### config.mk
export PLATFORM = sky130hd
export DESIGN_NAME = timing_stim_gen
export DESIGN_NICKNAME = d
export VERILOG_FILES = /design/src/rtl/timing_stim_pkg.sv /design/src/rtl/timing_stim_notifier_cnt.sv /design/src/rtl/timing_stim_gen.sv
export SDC_FILE = /design/constraint.sdc
export NUM_CORES = 1
export LEC_CHECK = 0
export ABC_AREA = 1
export BUFFER_PORTS_ARGS = -buffer_cell sky130_fd_sc_hd__buf_2
export CAP_MARGIN = 30
export CORE_UTILIZATION = 50
export CTS_CLUSTER_SIZE = 30
export DETAILED_ROUTE_END_ITERATION = 12
export HOLD_SLACK_MARGIN = 0.05
export PLACE_DENSITY = 0.7
export SLEW_MARGIN = 40
export SYNTH_ARGS = -nofsm -noshare
export SYNTH_HDL_FRONTEND = slang
export SYNTH_SLANG_ARGS = --single-unit
### constraint.sdc
create_clock -name clk -period 3.92 [get_ports clk]
set_clock_uncertainty 0.2 [all_clocks]
set_input_delay 0.392 -clock clk [delete_from_list [all_inputs] [get_ports clk]]
set_output_delay 0.392 -clock clk [all_outputs]
set_load 0.1 [all_outputs]
### src/rtl/timing_stim_pkg.sv
// rtl/timing_stim_pkg.sv - shared types, widths and config check for timing_stim_gen
package timing_stim_pkg;

    localparam int STIM_TW = 8;
    localparam int STIM_NW = 8;
    localparam logic [15:0] VIOL_MAX = 16'hFFFF;

    typedef enum logic {
        IDLE = 1'b0,
        RUN  = 1'b1
    } state_t;

    typedef struct packed {
        logic [STIM_TW-1:0] period;
        logic [STIM_TW-1:0] high_time;
        logic [STIM_TW-1:0] lead;
        logic [STIM_TW-1:0] hold;
        logic [STIM_NW-1:0] n_edges;
    } stim_cfg_t;

    // Sums are taken one bit wider so L+H and L+D cannot wrap.
    function automatic logic cfg_valid(stim_cfg_t c);
        logic [STIM_TW:0] lh;
        logic [STIM_TW:0] ld;
        lh = {1'b0, c.lead} + {1'b0, c.high_time};
        ld = {1'b0, c.lead} + {1'b0, c.hold};
        return !((c.period < STIM_TW'(2)) ||
                 (c.high_time == '0) ||
                 (c.high_time >= c.period) ||
                 (lh > {1'b0, c.period}) ||
                 (ld > {1'b0, c.period}) ||
                 (c.n_edges == '0));
    endfunction

endpackage

### src/rtl/timing_stim_notifier_cnt.sv
// rtl/timing_stim_notifier_cnt.sv - notifier edge detect and saturating violation counter
module timing_stim_notifier_cnt
    import timing_stim_pkg::*;
(
    input  logic        clk,
    input  logic        rst,
    input  logic        clear,
    input  logic        notifier,
    output logic [15:0] viol_cnt
);

    logic notifier_q;

    // A clear in the same cycle as a transition wins; that transition is dropped.
    always_ff @(posedge clk) begin
        if (rst) begin
            notifier_q <= 1'b0;
            viol_cnt   <= '0;
        end else begin
            notifier_q <= notifier;
            if (clear) begin
                viol_cnt <= '0;
            end else if ((notifier != notifier_q) && (viol_cnt != VIOL_MAX)) begin
                viol_cnt <= viol_cnt + 16'd1;
            end
        end
    end

endmodule

### src/rtl/timing_stim_gen.sv
// rtl/timing_stim_gen.sv - reference clock / data edge generator; TIMING_STIM_NOTIFIER_EN adds the violation counter
module timing_stim_gen
    import timing_stim_pkg::*;
#(
    parameter int TW = STIM_TW,
    parameter int NW = STIM_NW
) (
    input  logic          clk,
    input  logic          rst,
    input  logic          start,
    input  logic          stop,
    input  logic [TW-1:0] period,
    input  logic [TW-1:0] high_time,
    input  logic [TW-1:0] lead,
    input  logic [TW-1:0] hold,
    input  logic [NW-1:0] n_edges,
    input  logic          notifier,
    output logic          clk_out,
    output logic          data_out,
    output logic          busy,
    output logic          done,
    output logic          err,
    output logic [15:0]   viol_cnt
);

    state_t        state;
    state_t        state_nx;
    stim_cfg_t     cfg;
    stim_cfg_t     req;
    logic [TW-1:0] t;
    logic [NW-1:0] rises;
    logic          stop_seen;
    logic          accept;
    logic          reject;
    logic          last_tick;
    logic          finish;
    logic          clk_d;
    logic          data_tgl;

    assign req       = '{period, high_time, lead, hold, n_edges};
    assign accept    = (state == IDLE) && start && cfg_valid(req);
    assign reject    = (state == IDLE) && start && !cfg_valid(req);
    assign last_tick = (t == cfg.period - 1'b1);
    // The burst ends on the last tick of the N-th period, or of the period in which stop arrived.
    assign finish    = (state == RUN) && last_tick &&
                       ((rises == cfg.n_edges - 1'b1) || stop || stop_seen);

    always_ff @(posedge clk) begin
        if (rst) begin
            state <= IDLE;
        end else begin
            state <= state_nx;
        end
    end

    always_comb begin
        state_nx = state;
        case (state)
            IDLE:    if (accept) state_nx = RUN;
            RUN:     if (finish) state_nx = IDLE;
            default: state_nx = IDLE;
        endcase
    end

    always_comb begin
        busy     = (state == RUN);
        clk_d    = (state == RUN) && (t >= cfg.period - cfg.high_time);
        data_tgl = (state == RUN) && (t == cfg.period - cfg.high_time - cfg.lead);
    end

    always_ff @(posedge clk) begin
        if (rst) begin
            cfg       <= '0;
            t         <= '0;
            rises     <= '0;
            stop_seen <= 1'b0;
            clk_out   <= 1'b0;
            data_out  <= 1'b0;
            done      <= 1'b0;
            err       <= 1'b0;
        end else begin
            clk_out <= clk_d;
            done    <= finish;
            err     <= reject;
            if (data_tgl) begin
                data_out <= ~data_out;
            end
            if (accept) begin
                cfg       <= req;
                t         <= '0;
                rises     <= '0;
                stop_seen <= 1'b0;
            end else if (state == RUN) begin
                t <= last_tick ? '0 : t + 1'b1;
                if (last_tick) begin
                    rises <= rises + 1'b1;
                end
                if (stop) begin
                    stop_seen <= 1'b1;
                end
            end
        end
    end

`ifdef TIMING_STIM_NOTIFIER_EN
    timing_stim_notifier_cnt u_viol (
        .clk      (clk),
        .rst      (rst),
        .clear    (accept),
        .notifier (notifier),
        .viol_cnt (viol_cnt)
    );
`else
    logic unused_notifier;
    assign unused_notifier = notifier;
    assign viol_cnt        = '0;
`endif

endmodule

# Word level (Yosys, flattened, before mapping)
# Cells that the tools add are included.
# word_totals
elab_cells	54
inputBits	45
out_inout_bits	21
register_bits	54
# classes
reduce_logical	20
eq_ne	3
bitwise	2
muxes	4
magnitude_cmp	5
n_addsub	8
# ops
operator	n
$eq A8 B8 Y1	3
$add A8 B8 Y9	2
$gt A9 B8 Y1	2
$add A8 B1 Y8 const B	2
$ge A8 B8 Y1	2
$logic_not A8 Y1	2
$sub A8 B1 Y8 const B	2
$sub A8 B8 Y8	2
$lt A8 B2 Y1 const B	1
$mux W8	1
$logic_and A1 B1 Y1	7
$logic_or A1 B1 Y1	7
$reduce_and A2 Y1	2
$mux W1	2
$not A1 Y1	2
$pmux W1 S2	1
$reduce_or A2 Y1	1
$logic_not A1 Y1	1

# Logic depth before layout (Yosys ltp)
# Gate-level depths: netlist of run 1.
# depth
word_depth	10
depth_mapped	21
depth_no_buf	20

# Least setup slack after synthesis of run 1
# No wires, ideal clock.
# synth_timing
path_type	input-to-reg
from	input port high_time[0]
to	register rises[2]
required_time_ps	3603
setup_time_ps	117
cell_stages	19
setup_slack_ps	833
n_path_buf	1
arrival_ps	2770
cell_sequence	ha_1 inv_1 fa_1 nand3b_1 nand2_1 xor2_1 ha_1 nand2_1 o21bai_1 nand2_1 o21ai_0 nand2_1 nand2_1 nand2_1 nand2_1 nand4_1 nand2_2 buf_2 nor2_1
# synth_between
elab_chain_cells	9
elab_cells_between_ends	12
classes_between	1 x add/sub; 2 x order compare; 9 x reduce/logical
# synth_lines
item	line_no	rtl
start: declaration	timing_stim_gen.sv:13	input logic [TW-1:0] high_time,
parallel branches: the longest is 3 deep, another holds $add A8 B8 Y9	n/a	
$logic_or A1 B1 Y1 (*)	timing_stim_pkg.sv:29	(c.high_time >= c.period) ||
$logic_or A1 B1 Y1 (*)	timing_stim_pkg.sv:30	(lh > {1'b0, c.period}) ||
$logic_or A1 B1 Y1 (*)	timing_stim_pkg.sv:31	(ld > {1'b0, c.period}) ||
$logic_not A1 Y1 (*)	n/a	
$logic_and A1 B1 Y1 (*)	timing_stim_gen.sv:41	assign accept = (state == IDLE) && start && cfg_valid(req);
$reduce_or A2 Y1 (no line) (*)	n/a	
end signal: assignment	timing_stim_gen.sv:96	rises <= rises + 1'b1;
end: declaration	timing_stim_gen.sv:31	logic [NW-1:0] rises;
# Mark *: on every way between the ends.
# A chain may end at the register's enable or synchronous reset.

# Worst setup path in the final report of run 1
# layout_timing
from	register cfg[32] in the netlist's numbering
to	register data_out
# layout_between
elab_chain_cells	4
# layout_lines
item	line_no	rtl
start: declaration	timing_stim_gen.sv:28	stim_cfg_t cfg;
start signal: assignment	timing_stim_gen.sv:89	cfg <= req;
$sub A8 B8 Y8 (2 in a row)	timing_stim_gen.sv:68	data_tgl = (state == RUN) && (t == cfg.period - cfg.high_time - cfg.lead);
$eq A8 B8 Y1	timing_stim_gen.sv:68	
$logic_and A1 B1 Y1	timing_stim_gen.sv:68	
end signal: assignment	timing_stim_gen.sv:86	data_out <= ~data_out;
end: declaration	timing_stim_gen.sv:19	output logic data_out,
# No other way between the ends.

==> flow_metrics.env, run 1 <==
export IMPL_post_cts_setup_buffers=0
export IMPL_startpoint="cfg[32]"
export IMPL_grt_pass1_wl_mm=20.9
export IMPL_placed_cells=925
export IMPL_max_freq_ghz=0.292
export IMPL_fin_nets=914
export IMPL_cts_buffers_inserted=5
export IMPL_crit_end="data_out"
export IMPL_reg2reg_from="cfg[32]"
export IMPL_drv_slew=0
export IMPL_avgSynthCellArea_um2=6.81
export IMPL_clk_pin_slew_ns=0.11
export IMPL_swShare_pct=42.6
export IMPL_pwr_share_seq_pct=31.6
export IMPL_min_period_ns=3.42
export IMPL_synthTopCellsByArea="dfxtp_1 21%, ha_1 16%, nand2_1 11%"
export IMPL_final_common_cell="nand2_1"
export IMPL_worstPathRequired_ns=3.99
export IMPL_routedWlPerCell_um=13.0
export IMPL_area_delta_synth_final_pct=8.48
export IMPL_final_util_pct=56.5
export IMPL_clkPwrFrac_pct=22.0
export IMPL_port_buffers=48
export IMPL_ctsHoldBuffers=0
export IMPL_hold_viol=0
export IMPL_regToRegSetupSlack_ns=0.50
export IMPL_dp_hpwl_mm=9.95
export IMPL_ys_seq_elements=54
export IMPL_yosysWarnings=0
export IMPL_place_gp_congestion=0.931
export IMPL_drt_iter0_markers=188
export IMPL_overflow=0
export IMPL_post_route_cell_area_um2=5600
export IMPL_cts_htree_levels=2
export IMPL_vias=4862
export IMPL_multi_input_area_um2=3520
export IMPL_crit_path_start_kind="register"
export IMPL_max_slew_margin_rel_pct=59.2
export IMPL_register_area_um2=1080
export IMPL_synthArstFlopShare_pct=0
export IMPL_rsz0062_at_grt="no"
export IMPL_core_area_um2=9910
export IMPL_final_cells=933
export IMPL_switchingPower_w=0.000780
export IMPL_ios=66
export IMPL_drive_gt1_share_pct=11.4
export IMPL_synth_top_area_share_pct=20.9
export IMPL_placed_area_um2=5490
export IMPL_synth_flop_cell="dfxtp_1"
export IMPL_maxCapViolations=0
export IMPL_drc_errors=0
export IMPL_synth_distinct_cells=41
export IMPL_finalCritPeriodShare_pct=87.2
export IMPL_reg2reg_depth=19
export IMPL_critPathMaxFanout=5
export IMPL_p_leak_nw=3.00
export IMPL_grt_pass1_vias=4655
export IMPL_power_density_nw_per_um2=327
export IMPL_netlist_area_um2=5160
export IMPL_arrival_ns=3.49
export IMPL_status="finished, final reports clean"
export IMPL_p_int_w=0.00105
export IMPL_root_buffer="clkbuf_8"
export IMPL_ant_nets=0
export IMPL_synth_top_area_cell="dfxtp_1"
export IMPL_fp_row_count=36
export IMPL_finalSetupTns_ns=0
export IMPL_vias_per_cell=5.21
export IMPL_start_util_pct=52.1
export IMPL_cts_sinks=54
export IMPL_grt_use_total_pct=23.6
export IMPL_clk_latency_ns=0.32
export IMPL_grt_max_degree=68
export IMPL_n_antenna_cell=0
export IMPL_dieArea_um2=10700
export IMPL_min_path_type="in -> reg"
export IMPL_cts_tree="yes"
export IMPL_synth_edf_count=0
export IMPL_die_w_um=104
export IMPL_fillerInstances=1012
export IMPL_p_comb_share_pct=46.4
export IMPL_final_cell_mix="158 x nand2_1, 104 x inv_1, 67 x nand3_1"
export IMPL_reg2reg_to="data_out"
export IMPL_endpoint_kind="register"
export IMPL_finalSetupViolCount=0
export IMPL_cts_resized=0
export IMPL_peakVddDrop_v=0.000177
export IMPL_die_y_um=104
export IMPL_clock_path_buffers=2
export IMPL_ys_seq_area_share_pct=20.9
export IMPL_totalWireLength_mm=12.1
export IMPL_synthCells=758
export IMPL_drt_first_pass_iters=4
export IMPL_worstMarginPinSlew_ns=0.612
export IMPL_antenna_found_initial=0
export IMPL_crit_type="reg -> reg"
-- how the worst min path moves through the flow --
stage,from,endpoint,slack [ns],cells past startpoint
final,rst,done,0.08,2
after global routing,rst,done,0.08,2
after CTS,rst,done,0.07,2
after detailed placement,cfg[20],cfg[20],0.26,2
after global placement,cfg[29],cfg[29],0.26,2
after floorplan,cfg[30],cfg[30],0.24,2
-- synth_stat cells, drive strengths merged (2+ instances only) --
cell and instances:
a21o 4, a21oi 32, and2 2, buf 26
clkbuf 9, dfxtp 54, fa 4, ha 66
inv 110, nand2 165, nand3 71, nand3b 4
nand4 53, nor2 59, nor3 10, o21ai 19
o21bai 6, or2 6, xnor2 16, xor2 33
-- stage by stage --
stage               power, W  hold WS [ns]  setup WS, ns
floorplan            0.00126         0.243         0.833
global placement     0.00140         0.256         0.285
detailed placement   0.00144         0.259         0.211
CTS                  0.00184        0.0725         0.538
global route         0.00198        0.0774         0.235
finish               0.00183        0.0791         0.501
-- flip-flops by register name (all words and copies together) (netlist names) --
| name | count |
|---|---|
| clk_out | 1 |
| data_out | 1 |
| t | 8 |
| busy | 1 |
| rises | 8 |
| done | 1 |
| cfg | 32 |
| stop_seen | 1 |
| err | 1 |
-- critical path, cell delays in order (launching register included) --
cell,delay [ns]
dfxtp_1,0.35
inv_1,0.15
ha_1,0.21
inv_1,0.06
fa_1,0.40
nand3_1,0.08
and2_1,0.15
xor2_1,0.23
inv_1,0.08
ha_1,0.37
nand2_1,0.07
a21oi_1,0.16
nor2_1,0.09
o21ai_0,0.26
inv_1,0.09
nand2_1,0.08
nand2_1,0.09
o21ai_1,0.13
nand2_1,0.06
nor2_1,0.09
-- routing by layer --
metal | track usage, % | vias to the layer above | routed length, um
li1 | - | 2548 | -
met1 | 31.0 | 2186 | 5830
met2 | 39.7 | 105 | 5620
met3 | 2.96 | 23 | 386
met4 | 8.07 | 0 | 259
met5 | 0 | - | 0
-- kinds of logic after synthesis --
group                    synth area share [%]
other                                  0.0726
flip-flops                               20.9
buffers and inverters                    12.0
adder cells (fa/ha/maj)                  17.5
XOR/XNOR                                 8.31
AND/OR/NAND/NOR                          33.7
AO/OA/AOI/OAI                            7.44
-- cell type report --
cell class	count	area share (%)
repair buffers	54	5.31
inverters	111	7.48
clock buffers	5	1.23
flip-flops and latches	54	19.3
well taps	133	2.97
clock inverters	3	0.849
multi-input cells	573	62.9
-- power groups by stage --
| stage | Sequential, W | Combinational (W) | Clock, W |
|---|---|---|---|
| 2_1_floorplan | 0.000606 | 0.000651 | 0 |
| 3_3_place_gp | 0.000590 | 0.000811 | 0 |
| 3_5_place_dp | 0.000591 | 0.000845 | 0 |
| 4_1_cts | 0.000579 | 0.000848 | 0.000413 |
| 5_1_grt | 0.000581 | 0.000959 | 0.000436 |
| 6_report | 0.000578 | 0.000850 | 0.000403 |
(Power assumes the default switching activity.)
==> inputs of run 2 (changes only) <==
--- a/config.mk
+++ b/config.mk
@@ -8,6 +8,7 @@
 export ABC_AREA = 1
 export BUFFER_PORTS_ARGS = -buffer_cell sky130_fd_sc_hd__buf_2
 export CAP_MARGIN = 30
+export CORE_MARGIN = 2
 export CORE_UTILIZATION = 50
 export CTS_CLUSTER_SIZE = 30
 export DETAILED_ROUTE_END_ITERATION = 12
==> flow_metrics.env, run 2 (synthesis gave the netlist of run 1 again) <==
export IMPL_endpoint_kind="register"
export IMPL_largest_register="cfg"
export IMPL_crit_chain="inv_1 > ha_1 > inv_1 > fa_1 > nand3_1 > and2_1 > xor2_1 > inv_1 > ha_1 > nand2_1 > a21oi_1 > nor2_1 > o21ai_0 > inv_1 > nand2_1 > nand2_1 > o21ai_1 > nand2_1 > nor2_1"
export IMPL_arrival_ns=3.41
export IMPL_worst_slack_ns=0.564
export IMPL_ios=66
export IMPL_cts_resized=0
export IMPL_grt_use_total_pct=22.0
export IMPL_final_util_pct=54.6
export IMPL_drc_errors=0
export IMPL_rsz0062_at_grt="no"
export IMPL_min_period_ns=3.36
export IMPL_min_path_type="in -> reg"
export IMPL_fp_row_count=37
export IMPL_fin_nets=912
export IMPL_place_gp_congestion=0.902
export IMPL_status="finished, final reports clean"
export IMPL_vias_per_cell=5.22
export IMPL_final_common_cell="nand2_1"
export IMPL_placed_cells=926
export IMPL_die_w_um=106
export IMPL_power_density_nw_per_um2=313
export IMPL_largest_register_ffs=32
export IMPL_die_y_um=106
export IMPL_root_buffer="clkbuf_8"
export IMPL_area_delta_synth_final_pct=7.65
export IMPL_ctsHoldBuffers=0
export IMPL_crit_path_start_kind="register"
export IMPL_post_cts_setup_buffers=0
export IMPL_dieArea_um2=11200
export IMPL_clk_pin_slew_ns=0.11
export IMPL_max_freq_ghz=0.298
export IMPL_grt_pass1_vias=4543
export IMPL_cp_num_buf_inv=4
export IMPL_n_antenna_cell=0
export IMPL_maxCapViolations=0
export IMPL_cts_buffers_inserted=5
export IMPL_start_util_pct=50.7
export IMPL_max_slew_margin_rel_pct=51.7
export IMPL_cts_htree_levels=2
export IMPL_critPathMaxFanout=5
export IMPL_cts_tree="yes"
export IMPL_clock_path_buffers=2
export IMPL_slowest_stage="fa_1"
export IMPL_hold_viol=0
export IMPL_final_cell_mix="158 x nand2_1, 104 x inv_1, 67 x nand3_1"
export IMPL_fillerInstances=1013
export IMPL_drive_gt1_share_pct=11.2
export IMPL_ant_nets=0
export IMPL_final_cells=934
export IMPL_p_leak_nw=2.98
export IMPL_cp_top_family="adder cells"
export IMPL_clk_latency_ns=0.31
export IMPL_routedWlPerCell_um=12.6
export IMPL_antenna_found_initial=0
export IMPL_post_place_ws_ns=0.405
export IMPL_worstMarginPinSlew_ns=0.724
export IMPL_port_buffers=48
export IMPL_totalWireLength_mm=11.8
export IMPL_worstPathRequired_ns=3.98
export IMPL_crit_type="reg -> reg"
export IMPL_drt_first_pass_iters=4
export IMPL_grt_max_degree=68
export IMPL_grt_pass1_wl_mm=20.4
export IMPL_drv_slew=0
export IMPL_peakVddDrop_v=0.000147
export IMPL_drt_iter0_markers=213
export IMPL_finalCritPeriodShare_pct=85.6
export IMPL_finalSetupTns_ns=0
export IMPL_vias=4871
export IMPL_dp_hpwl_mm=9.69
export IMPL_largestRegisters="cfg x32, rises x8, t x8"
export IMPL_core_area_um2=10200
export IMPL_cts_sinks=54
export IMPL_max_stage_delay_ns=0.39
export IMPL_overflow=0
export IMPL_finalSetupViolCount=0
run 2: metal layers:
metal | part of all wire (%) | vias to the layer above | wire length, um | track usage (%)
li1 | - | 2544 | - | -
met2 | 48 | 90 | 5610 | 38.0
met3 | 2.7 | 17 | 323 | 1.98
met1 | 48 | 2220 | 5640 | 29.4
met4 | 1.8 | 0 | 216 | 5.83
met5 | 0 | - | 0 | 0
run 2: worst reg2reg max path, stage by stage (launching register included):
cell	delay, ns
dfxtp_1	0.35
inv_1	0.13
ha_1	0.21
inv_1	0.06
fa_1	0.39
nand3_1	0.08
and2_1	0.16
xor2_1	0.23
inv_1	0.07
ha_1	0.37
nand2_1	0.07
a21oi_1	0.16
nor2_1	0.08
o21ai_0	0.25
inv_1	0.07
nand2_1	0.07
nand2_1	0.08
o21ai_1	0.12
nand2_1	0.06
nor2_1	0.09
run 2: area by class of cell:
type / instances / area, um2 / share of cell area, %
clock buffers: 5 / 68.8 / 1.24
repair buffers: 52 / 270 / 4.86
clock inverters: 3 / 28.8 / 0.518
inverters: 111 / 419 / 7.54
multi-input cells: 573 / 3520 / 63.3
flip-flops and latches: 54 / 1080 / 19.4
well taps: 136 / 170 / 3.06
run 2: through the flow:
step                      cell area [um2]  hold WS, ns  total power (W)
after floorplan                      5220        0.243          0.00126
after global placement               5460        0.258          0.00139
after detailed placement             5460        0.262          0.00142
after CTS                            5560       0.0964          0.00175
after global routing                 5560        0.104          0.00189
final                                5560        0.103          0.00174
run 2: final timing paths:
| path | slack, ns | from | end | cells after the start |
|---|---|---|---|---|
| min reg2reg | 0.27 | cfg[18] | cfg[18] | 2 |
| max | 0.56 | cfg[32] | data_out | 19 |
| min | 0.10 | rst | done | 2 |
| max reg2reg | 0.56 | cfg[32] | data_out | 19 |
run 2: where the power goes:
group          leakage (nW)  switching [W]  internal (W)
Combinational          2.50       0.000537      0.000287
Sequential            0.436      0.0000175      0.000565
Clock                0.0502       0.000203      0.000133
Total                  2.98       0.000758      0.000984
==> inputs of run 3 (changes only) <==
--- a/config.mk
+++ b/config.mk
@@ -6,10 +6,11 @@
 export NUM_CORES = 1
 export LEC_CHECK = 0
 export ABC_AREA = 1
-export BUFFER_PORTS_ARGS = -buffer_cell sky130_fd_sc_hd__buf_2
+export BUFFER_PORTS_ARGS = -buffer_cell sky130_fd_sc_hd__clkbuf_2
 export CAP_MARGIN = 30
 export CORE_MARGIN = 2
 export CORE_UTILIZATION = 50
+export CTS_CLUSTER_DIAMETER = 50
 export CTS_CLUSTER_SIZE = 30
 export DETAILED_ROUTE_END_ITERATION = 12
 export HOLD_SLACK_MARGIN = 0.05
==> flow_metrics.env, run 3 (synthesis gave the netlist of run 1 again) <==
export IMPL_status="finished, final reports clean"
export IMPL_crit_type="reg -> reg"
export IMPL_post_route_cell_area_um2=5570
export IMPL_p_leak_nw=2.99
export IMPL_hold_viol=0
export IMPL_grt_use_total_pct=22.3
export IMPL_cts_tree="yes"
export IMPL_ctsHoldBuffers=0
export IMPL_arrival_ns=3.48
export IMPL_routedWlPerCell_um=13.0
export IMPL_ios=66
export IMPL_finalSetupViolCount=0
export IMPL_drc_errors=0
export IMPL_root_buffer="clkbuf_8"
export IMPL_clk_pin_slew_ns=0.11
export IMPL_hold_depth=2
export IMPL_min_path_type="in -> reg"
export IMPL_max_freq_ghz=0.292
export IMPL_worstMarginPinSlew_ns=0.707
export IMPL_ant_nets=0
export IMPL_power_density_nw_per_um2=315
export IMPL_rsz0062_at_grt="no"
export IMPL_finalSetupTns_ns=0
export IMPL_post_cts_setup_buffers=0
export IMPL_overflow=0
export IMPL_start_util_pct=50.7
export IMPL_largest_register="cfg"
export IMPL_vias_per_cell=5.31
export IMPL_grt_pass1_wl_mm=20.8
export IMPL_critPathMaxFanout=5
export IMPL_min_period_ns=3.42
export IMPL_clock_path_buffers=2
export IMPL_min_from="rst"
export IMPL_final_common_cell="nand2_1"
export IMPL_fillerInstances=1062
export IMPL_port_buffers=48
export IMPL_fin_nets=913
export IMPL_hold_slack_ns=0.109
export IMPL_finalCritPeriodShare_pct=87.3
export IMPL_worstPathRequired_ns=3.98
export IMPL_grt_max_degree=68
export IMPL_place_gp_congestion=0.915
export IMPL_regToRegSetupSlack_ns=0.50
export IMPL_die_y_um=106
export IMPL_drt_iter0_markers=224
export IMPL_post_place_ws_ns=0.414
export IMPL_cts_resized=0
export IMPL_maxCapViolations=0
export IMPL_cts_sinks=54
export IMPL_antenna_found_initial=0
export IMPL_largest_register_ffs=32
export IMPL_area_delta_synth_final_pct=7.80
export IMPL_reg2reg_to="data_out"
export IMPL_clk_latency_ns=0.31
export IMPL_largestRegisters="cfg x32, rises x8, t x8"
export IMPL_drt_first_pass_iters=5
export IMPL_grt_pass1_vias=4697
export IMPL_holdPathEnd="done"
export IMPL_crit_path_start_kind="register"
export IMPL_cts_htree_levels=2
export IMPL_max_slew_margin_rel_pct=52.8
export IMPL_peakVddDrop_v=0.000172
export IMPL_vias=4961
export IMPL_dp_hpwl_mm=9.91
export IMPL_dieArea_um2=11200
export IMPL_fp_row_count=37
export IMPL_totalWireLength_mm=12.1
export IMPL_reg2reg_from="cfg[32]"
export IMPL_cts_buffers_inserted=5
export IMPL_endpoint_kind="register"
export IMPL_die_w_um=106
export IMPL_n_antenna_cell=0
export IMPL_final_cell_mix="158 x nand2_1, 104 x inv_1, 67 x nand3_1"
export IMPL_reg2reg_depth=19
export IMPL_worst_slack_ns=0.496
export IMPL_drv_slew=0
export IMPL_core_area_um2=10200
export IMPL_drive_gt1_share_pct=11.3
export IMPL_placed_area_um2=5470
[run 3: changes by cell type in the layout (fill, tap and decap cells not counted), sizes merged]
cell | previous run | this run
buf | 52 | 5
clkbuf | 5 | 53
[run 3: critical path, stage by stage (launching register included)]
cell	delay (ns)
dfxtp_1	0.34
inv_1	0.13
ha_1	0.21
inv_1	0.06
fa_1	0.39
nand3_1	0.08
and2_1	0.16
xor2_1	0.21
inv_1	0.07
ha_1	0.36
nand2_1	0.07
a21oi_1	0.16
nor2_1	0.07
o21ai_0	0.30
inv_1	0.09
nand2_1	0.08
nand2_1	0.09
o21ai_1	0.13
nand2_1	0.06
nor2_1	0.11
[run 3: worst max path at each step]
stage | startpoint | endpoint | cells past startpoint
after floorplan | high_time[0] | rises[2] | 19
after global placement | lead[0] | rises[6] | 19
after detailed placement | lead[0] | rises[2] | 19
after CTS | cfg[32] | data_out | 19
after global routing | cfg[32] | data_out | 19
final | cfg[32] | data_out | 19
[run 3: area by class of cell]
cell class	instances	area, um2	share of cell area (%)
well taps	136	170	3.06
multi-input cells	573	3520	63.3
clock inverters	3	28.8	0.517
clock buffers	5	68.8	1.24
inverters	111	419	7.53
flip-flops and latches	54	1080	19.4
repair buffers	53	278	4.99
[run 3: per-layer routing]
layer / track usage (%) / vias to the layer above / share of wire, %
met5: 0 / - / 0
met4: 7.80 / 0 / 2.6
met3: 2.23 / 24 / 4.0
met2: 38.6 / 104 / 47
met1: 28.9 / 2284 / 46
li1: - / 2549 / -
[run 3: report_power, final]
part           internal (W)  switching, W
Combinational      0.000288      0.000546
Clock              0.000133      0.000202
Sequential         0.000565     0.0000176
Total              0.000986      0.000766
[run 3: metrics by stage]
stage	instances	utilization (%)	total power, W
2_1_floorplan	773	-	0.00126
3_3_place_gp	927	53.7	0.00139
3_5_place_dp	927	53.7	0.00142
4_1_cts	935	54.7	0.00176
5_1_grt	935	54.7	0.00190
6_report	935	54.7	0.00175
